<file path="src/rtl/cordic_req_arbiter.sv">
// Round-robin arbiter sharing one CORDIC core among NUM_REQ requesters.
// Optional WAIT watchdog enabled by defining CORDIC_ARB_TIMEOUT_EN.
module cordic_req_arbiter #(
    parameter int unsigned NUM_REQ     = 4,
    parameter int unsigned WIDTH       = 16,
    parameter int unsigned ANGLE_WIDTH = 32,
    parameter int unsigned TIMEOUT     = 64
) (
    input  logic                           clock,
    input  logic                           reset,
    input  logic [NUM_REQ-1:0]             req_valid,
    output logic [NUM_REQ-1:0]             req_ready,
    input  logic [NUM_REQ*WIDTH-1:0]       req_x,
    input  logic [NUM_REQ*WIDTH-1:0]       req_y,
    input  logic [NUM_REQ*ANGLE_WIDTH-1:0] req_angle,
    output logic [NUM_REQ-1:0]             rsp_valid,
    output logic [WIDTH-1:0]               rsp_cos,
    output logic [WIDTH-1:0]               rsp_sin,
    output logic                           rsp_err,
    output logic                           core_start,
    output logic [WIDTH-1:0]               core_x,
    output logic [WIDTH-1:0]               core_y,
    output logic [ANGLE_WIDTH-1:0]         core_angle,
    input  logic [WIDTH-1:0]               core_cos,
    input  logic [WIDTH-1:0]               core_sin,
    input  logic                           core_done
);

    localparam int unsigned IDX_W = (NUM_REQ > 1) ? $clog2(NUM_REQ) : 1;

    typedef enum logic [1:0] {
        IDLE    = 2'd0,
        ISSUE   = 2'd1,
        WAIT    = 2'd2,
        RESPOND = 2'd3
    } state_t;

    state_t             state;
    logic [IDX_W-1:0]   last_grant;
    logic [IDX_W-1:0]   granted;
    logic [IDX_W-1:0]   sel_idx;
    logic               sel_found;
    logic [NUM_REQ-1:0] sel_onehot;
    logic [NUM_REQ-1:0] gnt_onehot;
    int unsigned        cand;

`ifdef CORDIC_ARB_TIMEOUT_EN
    localparam int unsigned CNT_W = $clog2(TIMEOUT + 1);
    logic [CNT_W-1:0] wd_cnt;
    logic             rsp_err_r;
    assign rsp_err = rsp_err_r;
`else
    assign rsp_err = 1'b0;
`endif

    // Search starts one past the last grant so every requester is reached within NUM_REQ grants.
    always_comb begin
        sel_found = 1'b0;
        sel_idx   = '0;
        cand      = 0;
        for (int unsigned k = 1; k <= NUM_REQ; k++) begin
            cand = (32'(last_grant) + k) % NUM_REQ;
            if (!sel_found && req_valid[IDX_W'(cand)]) begin
                sel_found = 1'b1;
                sel_idx   = IDX_W'(cand);
            end
        end
    end

    always_comb begin
        sel_onehot = '0;
        gnt_onehot = '0;
        sel_onehot[sel_idx] = 1'b1;
        gnt_onehot[granted] = 1'b1;
    end

    assign req_ready = (state == IDLE && sel_found) ? sel_onehot : '0;

    always_ff @(posedge clock or posedge reset) begin
        if (reset) begin
            state      <= IDLE;
            last_grant <= IDX_W'(NUM_REQ - 1);
            granted    <= '0;
            core_start <= 1'b0;
            core_x     <= '0;
            core_y     <= '0;
            core_angle <= '0;
            rsp_valid  <= '0;
            rsp_cos    <= '0;
            rsp_sin    <= '0;
`ifdef CORDIC_ARB_TIMEOUT_EN
            wd_cnt     <= '0;
            rsp_err_r  <= 1'b0;
`endif
        end else begin
            case (state)
                IDLE: begin
                    if (sel_found) begin
                        core_x     <= req_x[32'(sel_idx)*WIDTH +: WIDTH];
                        core_y     <= req_y[32'(sel_idx)*WIDTH +: WIDTH];
                        core_angle <= req_angle[32'(sel_idx)*ANGLE_WIDTH +: ANGLE_WIDTH];
                        granted    <= sel_idx;
                        last_grant <= sel_idx;
                        core_start <= 1'b1;
                        state      <= ISSUE;
                    end
                end
                ISSUE: begin
                    core_start <= 1'b0;
`ifdef CORDIC_ARB_TIMEOUT_EN
                    wd_cnt     <= '0;
`endif
                    state      <= WAIT;
                end
                WAIT: begin
                    // A done pulse in the expiry cycle takes precedence over the timeout.
                    if (core_done) begin
                        rsp_cos   <= core_cos;
                        rsp_sin   <= core_sin;
                        rsp_valid <= gnt_onehot;
`ifdef CORDIC_ARB_TIMEOUT_EN
                        rsp_err_r <= 1'b0;
`endif
                        state     <= RESPOND;
                    end
`ifdef CORDIC_ARB_TIMEOUT_EN
                    else if (wd_cnt == CNT_W'(TIMEOUT - 1)) begin
                        rsp_cos   <= '0;
                        rsp_sin   <= '0;
                        rsp_err_r <= 1'b1;
                        rsp_valid <= gnt_onehot;
                        state     <= RESPOND;
                    end else begin
                        wd_cnt <= wd_cnt + 1'b1;
                    end
`endif
                end
                RESPOND: begin
                    rsp_valid <= '0;
                    state     <= IDLE;
                end
                default: state <= IDLE;
            endcase
        end
    end

endmodule

</file>
<file path="config.mk">
export PLATFORM = sky130hd
export DESIGN_NAME = cordic_req_arbiter
export DESIGN_NICKNAME = d
export VERILOG_FILES = /design/src/rtl/cordic_req_arbiter.sv
export SDC_FILE = /design/constraint.sdc
export NUM_CORES = 1
export LEC_CHECK = 0
export ABC_CLOCK_PERIOD_IN_PS = 4200
export CAP_MARGIN = 5
export CORE_AREA = 5 5 154 156
export DETAILED_ROUTE_END_ITERATION = 8
export DIE_AREA = 0 0 159 161
export PLACE_DENSITY = 0.6
export SYNTH_ARGS = -nofsm -noshare
export SYNTH_HDL_FRONTEND = slang
export SYNTH_SLANG_ARGS = --single-unit
</file>
<file path="constraint.sdc">
create_clock -name clock -period 4.2 [get_ports clock]
set_input_delay 0.84 -clock clock [delete_from_list [all_inputs] [get_ports clock]]
set_output_delay 0.84 -clock clock [all_outputs]
set_load 0.02 [all_outputs]
</file>
==> impl_metrics.env, run 1 <==
export IMPL_powerDensity_nw_per_um2=647
export IMPL_yosys_area_top_type="dfrtp_1"
export IMPL_synth_warnings=0
export IMPL_layout_nets=1166
export IMPL_core_sq_um=22200
export IMPL_finalSetupViolCount=0
export IMPL_die_x_um=159
export IMPL_grt_pass1_vias=5839
export IMPL_min_delay_start="core_y[13]$_DFFE_PP0P_"
export IMPL_port_buffers=399
export IMPL_drt_antenna_violating_nets=0
export IMPL_slew_violations=0
export IMPL_synth_area_sq_um=5810
export IMPL_r2r_end="core_angle[8]$_DFFE_PP0P_"
export IMPL_wl_per_cell_um=20.6
export IMPL_cts_buffers=9
export IMPL_worstPathRequired_ns=3.36
export IMPL_peakVddDrop_v=0.000458
export IMPL_seq_area_frac_synth=0.461
export IMPL_die_y_um=161
export IMPL_tightestPinTransition_ns=0.846
export IMPL_viasPerCell=4.72
export IMPL_postCtsSetupRepairBufs=0
export IMPL_slew_limit_headroom=0.436
export IMPL_synthToLayoutAreaGrowth_pct=76.1
export IMPL_crit_path_max_incr_delay_ns=0.69
export IMPL_status="finished clean"
export IMPL_critPathTopFamily="buffers and inverters"
export IMPL_cts_resized_gates=0
export IMPL_end_kind="primary output"
export IMPL_tns_ns=0
export IMPL_finalWirelength_um=23800
export IMPL_drt_iter0_markers=248
export IMPL_cp_max_fo=8
export IMPL_clk_pin_slew_worst_paths_ns=0.07
export IMPL_finClkSkew_ns=0.0187
export IMPL_first_pass_iters=4
export IMPL_drive_gt1_frac=0.0768
export IMPL_place_congestion=0.790
export IMPL_ioPinCount=401
export IMPL_ys_seq_elements=107
export IMPL_htree_levels=3
export IMPL_clk_latency_ns=0.36
export IMPL_path_buf_inv=2
export IMPL_yosys_top_cells_area="dfrtp_1 45%, mux2i_1 22%, o221ai_1 9.6%"
export IMPL_syn_inst=490
export IMPL_yosysTopAreaCellShare=0.452
export IMPL_fin_crit_sh=0.885
export IMPL_ctsHoldBuffers=0
export IMPL_dpl_instance_area_sq_um=9930
export IMPL_ys_types=36
export IMPL_path_cells="clkdlybuf4s50_1 -> and2b_1 -> a21oi_2 -> o221ai_4 -> nor2_1 -> clkdlybuf4s50_1"
export IMPL_worstSetupPathType="in -> out"
export IMPL_grt_usage=0.175
export IMPL_avgSynthCellArea_sq_um=11.9
export IMPL_row_count=55
export IMPL_max_freq_mhz=269
export IMPL_clock_path_buffers=2
export IMPL_whs_endpoint="core_y[13]$_DFFE_PP0P_"
export IMPL_grt_overflow=0
export IMPL_start_kind="primary input"
export IMPL_critPathSlowestCell="clkdlybuf4s50_1"
export IMPL_rrSetupSlack_ns=1.68
export IMPL_cts_tree="built"
export IMPL_p_leak_nw=4.37
export IMPL_grt_max_degree=88
export IMPL_drc=0
export IMPL_cts_root_buffer="clkbuf_16"
export IMPL_die_area_sq_um=25600
export IMPL_min_period_ns=3.72
export IMPL_grt_pass1_wl_um=35200
export IMPL_dpl_hpwl_um=17800
export IMPL_antenna_found_initial=0
export IMPL_cp_arrival_ns=2.88
export IMPL_vias=5466
export IMPL_reg2regPathDepth=6
export IMPL_syn_num_nets=789
export IMPL_timing_hold_violations_final=0
export IMPL_finalInstanceArea_sq_um=10200
export IMPL_drv_cap=0
export IMPL_start_util=0.261
export IMPL_clock_sinks=107
export IMPL_r2r_start="last_grant[1]$_DFFE_PP1P_"
export IMPL_critPathMostFrequentCell="clkdlybuf4s50_1"
export IMPL_diodes=0
export IMPL_rsz0062_at_grt="false"
export IMPL_hp_class="reg -> reg"
export IMPL_path_depth=6
export IMPL_hold_depth=2
[state kept, by name (all words and copies together), names as in the netlist]
signal and cells:
last_grant 2, rsp_valid 4, rsp_cos 16, core_angle 32, granted 2, rsp_sin 16, core_y 16, state 2
core_start 1, core_x 16
[synth_stat cells]
master	count
a22o_1	2
a31o_1	1
and3_1	2
nand3_1	1
buf_6	2
o22ai_1	1
inv_1	6
o221ai_1	64
buf_4	2
nand2b_1	3
nor3_1	1
and2b_1	1
dfstp_2	2
o21ai_1	1
mux2_2	32
a21oi_1	5
dfrtp_1	105
mux2i_1	129
o21bai_1	1
nand2_1	72
o21ai_0	1
nor2b_1	1
o221ai_2	1
conb_1	1
o22a_2	1
clkbuf_1	12
o22a_1	1
o41ai_1	2
clkbuf_4	5
nor2_1	5
nor4_2	1
buf_2	12
a21oi_2	1
and2b_4	1
ha_1	4
buf_12	8
[how the worst max path moves through the flow]
stage,startpoint,to
final,req_valid[2],req_ready[0]
after floorplan,reset,core_angle[0]$_DFFE_PP0P_
after global placement,req_valid[2],req_ready[0]
after detailed placement,req_valid[2],req_ready[0]
after global routing,req_valid[2],req_ready[0]
after CTS,req_valid[2],req_ready[0]
[cell usage in the layout, fill, tap and decap left out, drive strengths merged, types with 2 or more instances in the layout]
cell type | netlist | final
a21oi | 6 | 6
a22o | 2 | 2
and2b | 2 | 2
and3 | 2 | 2
buf | 24 | 8
clkbuf | 17 | 9
clkdlybuf4s50 | 0 | 399
clkinv | 0 | 3
dfrtp | 105 | 105
dfstp | 2 | 2
ha | 4 | 4
inv | 6 | 10
mux2 | 32 | 32
mux2i | 129 | 129
nand2 | 72 | 72
nand2b | 3 | 3
nor2 | 5 | 5
o21ai | 2 | 2
o221ai | 65 | 65
o22a | 2 | 2
o41ai | 2 | 2
[report_power, final]
group	total, W	switching (W)	leakage (nW)	internal [W]
clock network	0.000885	0.000459	0.148	0.000426
registers	0.00185	0.000287	1.30	0.00156
logic	0.00389	0.00200	2.92	0.00189
[per-stage QoR]
stage	setup slack, ns	power (W)	utilization	hold slack, ns	instances
2_1_floorplan	0.546	0.00416	-	0.459	490
3_3_place_gp	0.484	0.00578	0.447	0.467	1141
3_5_place_dp	0.477	0.00580	0.447	0.472	1141
4_1_cts	0.465	0.00673	0.460	0.494	1157
5_1_grt	0.376	0.00706	0.460	0.510	1157
6_report	0.485	0.00662	0.460	0.490	1157
[tightest hold or removal path, cell delays in order (launching register included)]
cell	delay (ns)
dfrtp_1	0.35
nand2_1	0.05
o221ai_1	0.06
[metal layers]
metal / GRT usage / wire (um) / vias up
met3: 0.0727 / 2330 / 16
met4: 0.0427 / 308 / 0
li1: - / - / 2587
met1: 0.204 / 9490 / 2600
met2: 0.300 / 11700 / 263
met5: 0 / 0 / -
[cell type report]
cell class	count	area, sq um
inverter	6	25.0
timing repair buffer	407	4080
fill	2131	12000
sequential	107	2680
clock inverter	7	78.8
tap	285	357
clock buffer	9	225
multi-input combinational	336	2790
[cells by family (layout without fill, tap and decap cells)]
group / Yosys count / after routing / share of synthesized area
adders and majority gates: 4 / 4 / 0.00861
DFF: 107 / 107 / 0.461
and+or+nand+nor: 88 / 88 / 0.0631
other: 1 / 1 / 0.000645
buffers and inverters: 47 / 429 / 0.0624
muxes: 161 / 161 / 0.284
AOI/OAI and AO/OA: 82 / 82 / 0.120
Power figures use the tool's default switching activity.
==> run 2, diff against run 1 <==
==> constraint.sdc (replaced) <==
create_clock -name clock -period 4.2 [get_ports clock]
set_input_delay 1.05 -clock clock [delete_from_list [all_inputs] [get_ports clock]]
set_output_delay 1.05 -clock clock [all_outputs]
set_load 0.02 [all_outputs]
==> impl_metrics.env, run 2 (same netlist as run 1, synthesis figures left out) <==
export IMPL_vias=5506
export IMPL_tns_ns=0
export IMPL_clk_latency_ns=0.36
export IMPL_fin_crit_sh=0.964
export IMPL_tightestPinTransition_ns=0.903
export IMPL_clock_sinks=107
export IMPL_cts_tree="built"
export IMPL_start_util=0.261
export IMPL_rrSetupSlack_ns=1.77
export IMPL_finalSetupViolCount=0
export IMPL_r2r_start="last_grant[1]$_DFFE_PP1P_"
export IMPL_hp_class="reg -> reg"
export IMPL_row_count=55
export IMPL_clk_pin_slew_worst_paths_ns=0.08
export IMPL_layout_nets=1169
export IMPL_pwr_share_clk=0.133
export IMPL_reg2regPathDepth=6
export IMPL_port_buffers=399
export IMPL_peakVddDrop_v=0.000420
export IMPL_worstSetupPathType="in -> out"
export IMPL_timing_hold_violations_final=0
export IMPL_slew_violations=0
export IMPL_die_area_sq_um=25600
export IMPL_finalWirelength_um=23900
export IMPL_cts_root_buffer="clkbuf_16"
export IMPL_finClkSkew_ns=0.0135
export IMPL_cts_resized_gates=0
export IMPL_min_period_ns=4.05
export IMPL_cts_buffers=9
export IMPL_dpl_hpwl_um=17900
export IMPL_p_switching_w=0.00275
export IMPL_final_common_cell="clkdlybuf4s50_1"
export IMPL_worstPathRequired_ns=3.15
export IMPL_n_fill_cell=2118
export IMPL_start_kind="primary input"
export IMPL_grt_pass1_wl_um=36300
export IMPL_clock_path_buffers=2
export IMPL_fin_util=0.462
export IMPL_die_x_um=159
export IMPL_drv_cap=0
export IMPL_antenna_found_initial=2
export IMPL_end_kind="primary output"
export IMPL_p_comb_frac=0.588
export IMPL_drt_antenna_violating_nets=0
export IMPL_final_cell_mix="399 x clkdlybuf4s50_1, 129 x mux2i_1, 105 x dfrtp_1, 70 x nand2_1, 64 x o221ai_1"
export IMPL_cp_arrival_ns=3.00
export IMPL_placed_cells=1144
export IMPL_power_frac_seq=0.279
export IMPL_drc=0
export IMPL_hold_ws_ns=0.490
export IMPL_ioPinCount=401
export IMPL_largest_reg_flops=32
export IMPL_drive_gt1_frac=0.0800
export IMPL_slew_limit_headroom=0.398
export IMPL_top_register="core_angle"
export IMPL_drt_iter0_markers=264
export IMPL_grt_overflow=0
export IMPL_hold_depth=2
export IMPL_htree_levels=3
export IMPL_whs_endpoint="core_angle[30]$_DFFE_PP0P_"
export IMPL_final_cells=1162
export IMPL_grt_usage=0.179
export IMPL_powerDensity_nw_per_um2=647
export IMPL_cp_max_fo=4
export IMPL_layout_setup_ws_ns=0.152
export IMPL_grt_max_degree=99
export IMPL_max_freq_mhz=247
export IMPL_r2r_end="core_angle[19]$_DFFE_PP0P_"
export IMPL_place_congestion=0.798
export IMPL_p_leak_nw=4.39
export IMPL_regArea_sq_um=2680
export IMPL_multiInputGateArea_sq_um=2790
export IMPL_first_pass_iters=6
export IMPL_status="finished clean"
export IMPL_cellInternalPower_w=0.00389
export IMPL_die_y_um=161
export IMPL_p_sw_frac=0.415
export IMPL_core_sq_um=22200
export IMPL_synthToLayoutAreaGrowth_pct=76.8
export IMPL_rsz0062_at_grt="false"
export IMPL_grt_pass1_vias=5845
export IMPL_ctsHoldBuffers=0
export IMPL_viasPerCell=4.74
export IMPL_place_ws_ns=0.142
export IMPL_wl_per_cell_um=20.6
export IMPL_min_delay_start="core_angle[30]$_DFFE_PP0P_"
export IMPL_postCtsSetupRepairBufs=0
## run 2: changes by cell type in the layout (fill, tap and decap cells not counted), sizes merged
cell,delta
diode,+2
clkinvlp,+1
inv,-1
buf,+3
## run 2: worst max path at each step
stage               depth (start not counted)  slack (ns)                   endpoint          from
floorplan                                   1        0.34  core_angle[0]$_DFFE_PP0P_         reset
global placement                            6        0.16               req_ready[0]  req_valid[3]
detailed placement                          6        0.14               req_ready[0]  req_valid[3]
CTS                                         7        0.12               req_ready[0]  req_valid[1]
global route                                6        0.06               req_ready[0]  req_valid[3]
finish                                      7        0.15               req_ready[0]  req_valid[1]
## run 2: stage by stage
stage,instance area [sq um],total power [W]
floorplan,5810,0.00416
global placement,9960,0.00580
detailed placement,9960,0.00582
CTS,10300,0.00675
global route,10300,0.00709
finish,10300,0.00664
## run 2: area by class of cell
cell class                 instances  area share
inverter                           6     0.00244
antenna                            2    0.000487
sequential                       107       0.261
clock buffer                       9      0.0219
multi-input combinational        336       0.271
clock inverter                     7     0.00780
tap                              285      0.0347
timing repair buffer             410       0.400
## run 2: critical path: stages
cell             delay [ns]
clkdlybuf4s50_1        0.56
a21oi_1                0.06
a31o_1                 0.20
o22ai_1                0.21
nand2_2                0.09
nor2_1                 0.15
clkdlybuf4s50_1        0.68
## run 2: per-layer routing
| layer | GRT usage | wire length (um) |
|---|---|---|
| met2 | 0.305 | 11700 |
| met4 | 0.0473 | 406 |
| met1 | 0.214 | 9520 |
| met5 | 0 | 0 |
| met3 | 0.0684 | 2300 |
## run 2: power groups by stage
| stage | sequential [W] | combinational, W | clock (W) |
|---|---|---|---|
| after floorplan | 0.00242 | 0.00174 | 0 |
| after global placement | 0.00186 | 0.00394 | 0 |
| after detailed placement | 0.00186 | 0.00396 | 0 |
| after CTS | 0.00186 | 0.00397 | 0.000925 |
| after global routing | 0.00192 | 0.00420 | 0.000966 |
| final | 0.00185 | 0.00391 | 0.000884 |
==> run 3, diff against run 2 <==
--- a/config.mk
+++ b/config.mk
@@ -11,6 +11,7 @@
 export DETAILED_ROUTE_END_ITERATION = 8
 export DIE_AREA = 0 0 159 161
 export PLACE_DENSITY = 0.6
+export REMOVE_ABC_BUFFERS = 1
 export SYNTH_ARGS = -nofsm -noshare
 export SYNTH_HDL_FRONTEND = slang
 export SYNTH_SLANG_ARGS = --single-unit
==> impl_metrics.env, run 3 (same netlist as run 1, synthesis figures left out) <==
export IMPL_clock_path_buffers=2
export IMPL_status="finished clean"
export IMPL_grt_usage=0.172
export IMPL_rsz0062_at_grt="false"
export IMPL_row_count=55
export IMPL_grt_util_met3=0.0408
export IMPL_drv_cap=0
export IMPL_worstPathRequired_ns=3.15
export IMPL_grt_pass1_wl_um=34400
export IMPL_postCtsSetupRepairBufs=0
export IMPL_clock_sinks=107
export IMPL_grt_max_degree=130
export IMPL_cts_tree="built"
export IMPL_vias=5373
export IMPL_antenna_found_initial=0
export IMPL_slew_violations=0
export IMPL_core_sq_um=22200
export IMPL_end_kind="primary output"
export IMPL_cp_arrival_ns=2.95
export IMPL_diodes=0
export IMPL_htree_levels=3
export IMPL_first_pass_iters=4
export IMPL_final_common_cell="clkdlybuf4s50_1"
export IMPL_cts_buffers=9
export IMPL_start_util=0.261
export IMPL_wl_per_cell_um=20.4
export IMPL_die_area_sq_um=25600
export IMPL_busiest_layer="met2"
export IMPL_die_y_um=161
export IMPL_p_leak_nw=4.38
export IMPL_powerDensity_nw_per_um2=646
export IMPL_clk_latency_ns=0.36
export IMPL_clk_pin_slew_worst_paths_ns=0.08
export IMPL_ctsHoldBuffers=0
export IMPL_cts_root_buffer="clkbuf_16"
export IMPL_dpl_hpwl_um=18000
export IMPL_layout_nets=1166
export IMPL_peakVddDrop_v=0.000503
export IMPL_finalSetupViolCount=0
export IMPL_grtUsageMet1=0.213
export IMPL_viasPerCell=4.64
export IMPL_n_fill_cell=2137
export IMPL_synthToLayoutAreaGrowth_pct=76.3
export IMPL_hp_class="reg -> reg"
export IMPL_final_cell_mix="397 x clkdlybuf4s50_1, 129 x mux2i_1, 105 x dfrtp_1, 70 x nand2_1, 64 x o221ai_1"
export IMPL_grt_overflow=0
export IMPL_grt_pass1_vias=5500
export IMPL_largest_reg_flops=32
export IMPL_place_congestion=0.802
export IMPL_fin_crit_sh=0.953
export IMPL_use_met2=0.298
export IMPL_max_freq_mhz=250
export IMPL_finalWirelength_um=23600
export IMPL_ioPinCount=401
export IMPL_drt_iter0_markers=251
export IMPL_cts_resized_gates=0
export IMPL_dpl_instance_area_sq_um=9960
export IMPL_finClkSkew_ns=0.0137
export IMPL_drive_gt1_frac=0.0791
export IMPL_die_x_um=159
export IMPL_drc=0
export IMPL_fin_util=0.461
export IMPL_start_kind="primary input"
export IMPL_top_register="core_angle"
export IMPL_cp_max_fo=6
export IMPL_finalInstanceArea_sq_um=10200
export IMPL_timing_hold_violations_final=0
export IMPL_drt_antenna_violating_nets=0
export IMPL_slew_limit_headroom=0.330
export IMPL_port_buffers=399
export IMPL_tightestPinTransition_ns=1.00
export IMPL_worstSetupPathType="in -> out"
export IMPL_min_period_ns=4.00
-- run 3: changes by cell type in the layout (fill, tap and decap cells not counted) --
cell             change
clkinv_8             -2
diode_2              -2
clkinvlp_4           -1
buf_12               +2
buf_4                -3
clkinv_4             +1
inv_6                +2
clkinv_2             +1
clkdlybuf4s50_1      -2
inv_8                -1
-- run 3: area by class of cell --
type	instances	area (sq um)	share of cell area
clock inverter	7	60.1	0.00586
timing repair buffer	407	4110	0.401
multi-input combinational	336	2790	0.272
inverter	6	25.0	0.00244
sequential	107	2680	0.262
tap	285	357	0.0348
clock buffer	9	225	0.0220
-- run 3: metal layers --
layer  part of all wire  up-vias
met5                  0        -
met4              0.021        0
met3              0.064       24
met2               0.50      224
met1               0.41     2532
li1                   -     2593
-- run 3: worst max-delay path, stage by stage --
cell and delay [ns]:
clkdlybuf4s50_1 0.58, and2b_1 0.20, a21oi_2 0.05, o221ai_4 0.25, and3_1 0.20, clkdlybuf4s50_1 0.62
-- run 3: worst paths after layout --
check | to | slack [ns] | start | cells past startpoint
max | req_ready[1] | 0.20 | req_valid[3] | 6
min | rsp_valid[2]$_DFFE_PP0P_ | 0.48 | rsp_valid[2]$_DFFE_PP0P_ | 2
max in group asynchronous | last_grant[1]$_DFFE_PP1P_ | 2.36 | reset | 3
min reg2reg | rsp_valid[2]$_DFFE_PP0P_ | 0.48 | rsp_valid[2]$_DFFE_PP0P_ | 2
max reg2reg | core_y[7]$_DFFE_PP0P_ | 1.65 | last_grant[1]$_DFFE_PP1P_ | 6
min in group asynchronous | rsp_sin[9]$_DFFE_PP0P_ | 1.03 | reset | 2
-- run 3: stage by stage --
stage          total power (W)  hold WS (ns)  setup TNS, ns  instances  worst slack, ns
2_1_floorplan          0.00421         0.459        -207.76        449            -4.04
3_3_place_gp           0.00582         0.469              0       1141            0.217
3_5_place_dp           0.00585         0.472              0       1141            0.207
4_1_cts                0.00673         0.491              0       1157            0.196
5_1_grt                0.00702         0.497              0       1157            0.119
6_report               0.00661         0.485              0       1157            0.196
-- run 3: power by group --
group | switching, W | internal (W)
combinational | 0.00201 | 0.00191
clock | 0.000431 | 0.000415
sequential | 0.000282 | 0.00156
total | 0.00272 | 0.00389
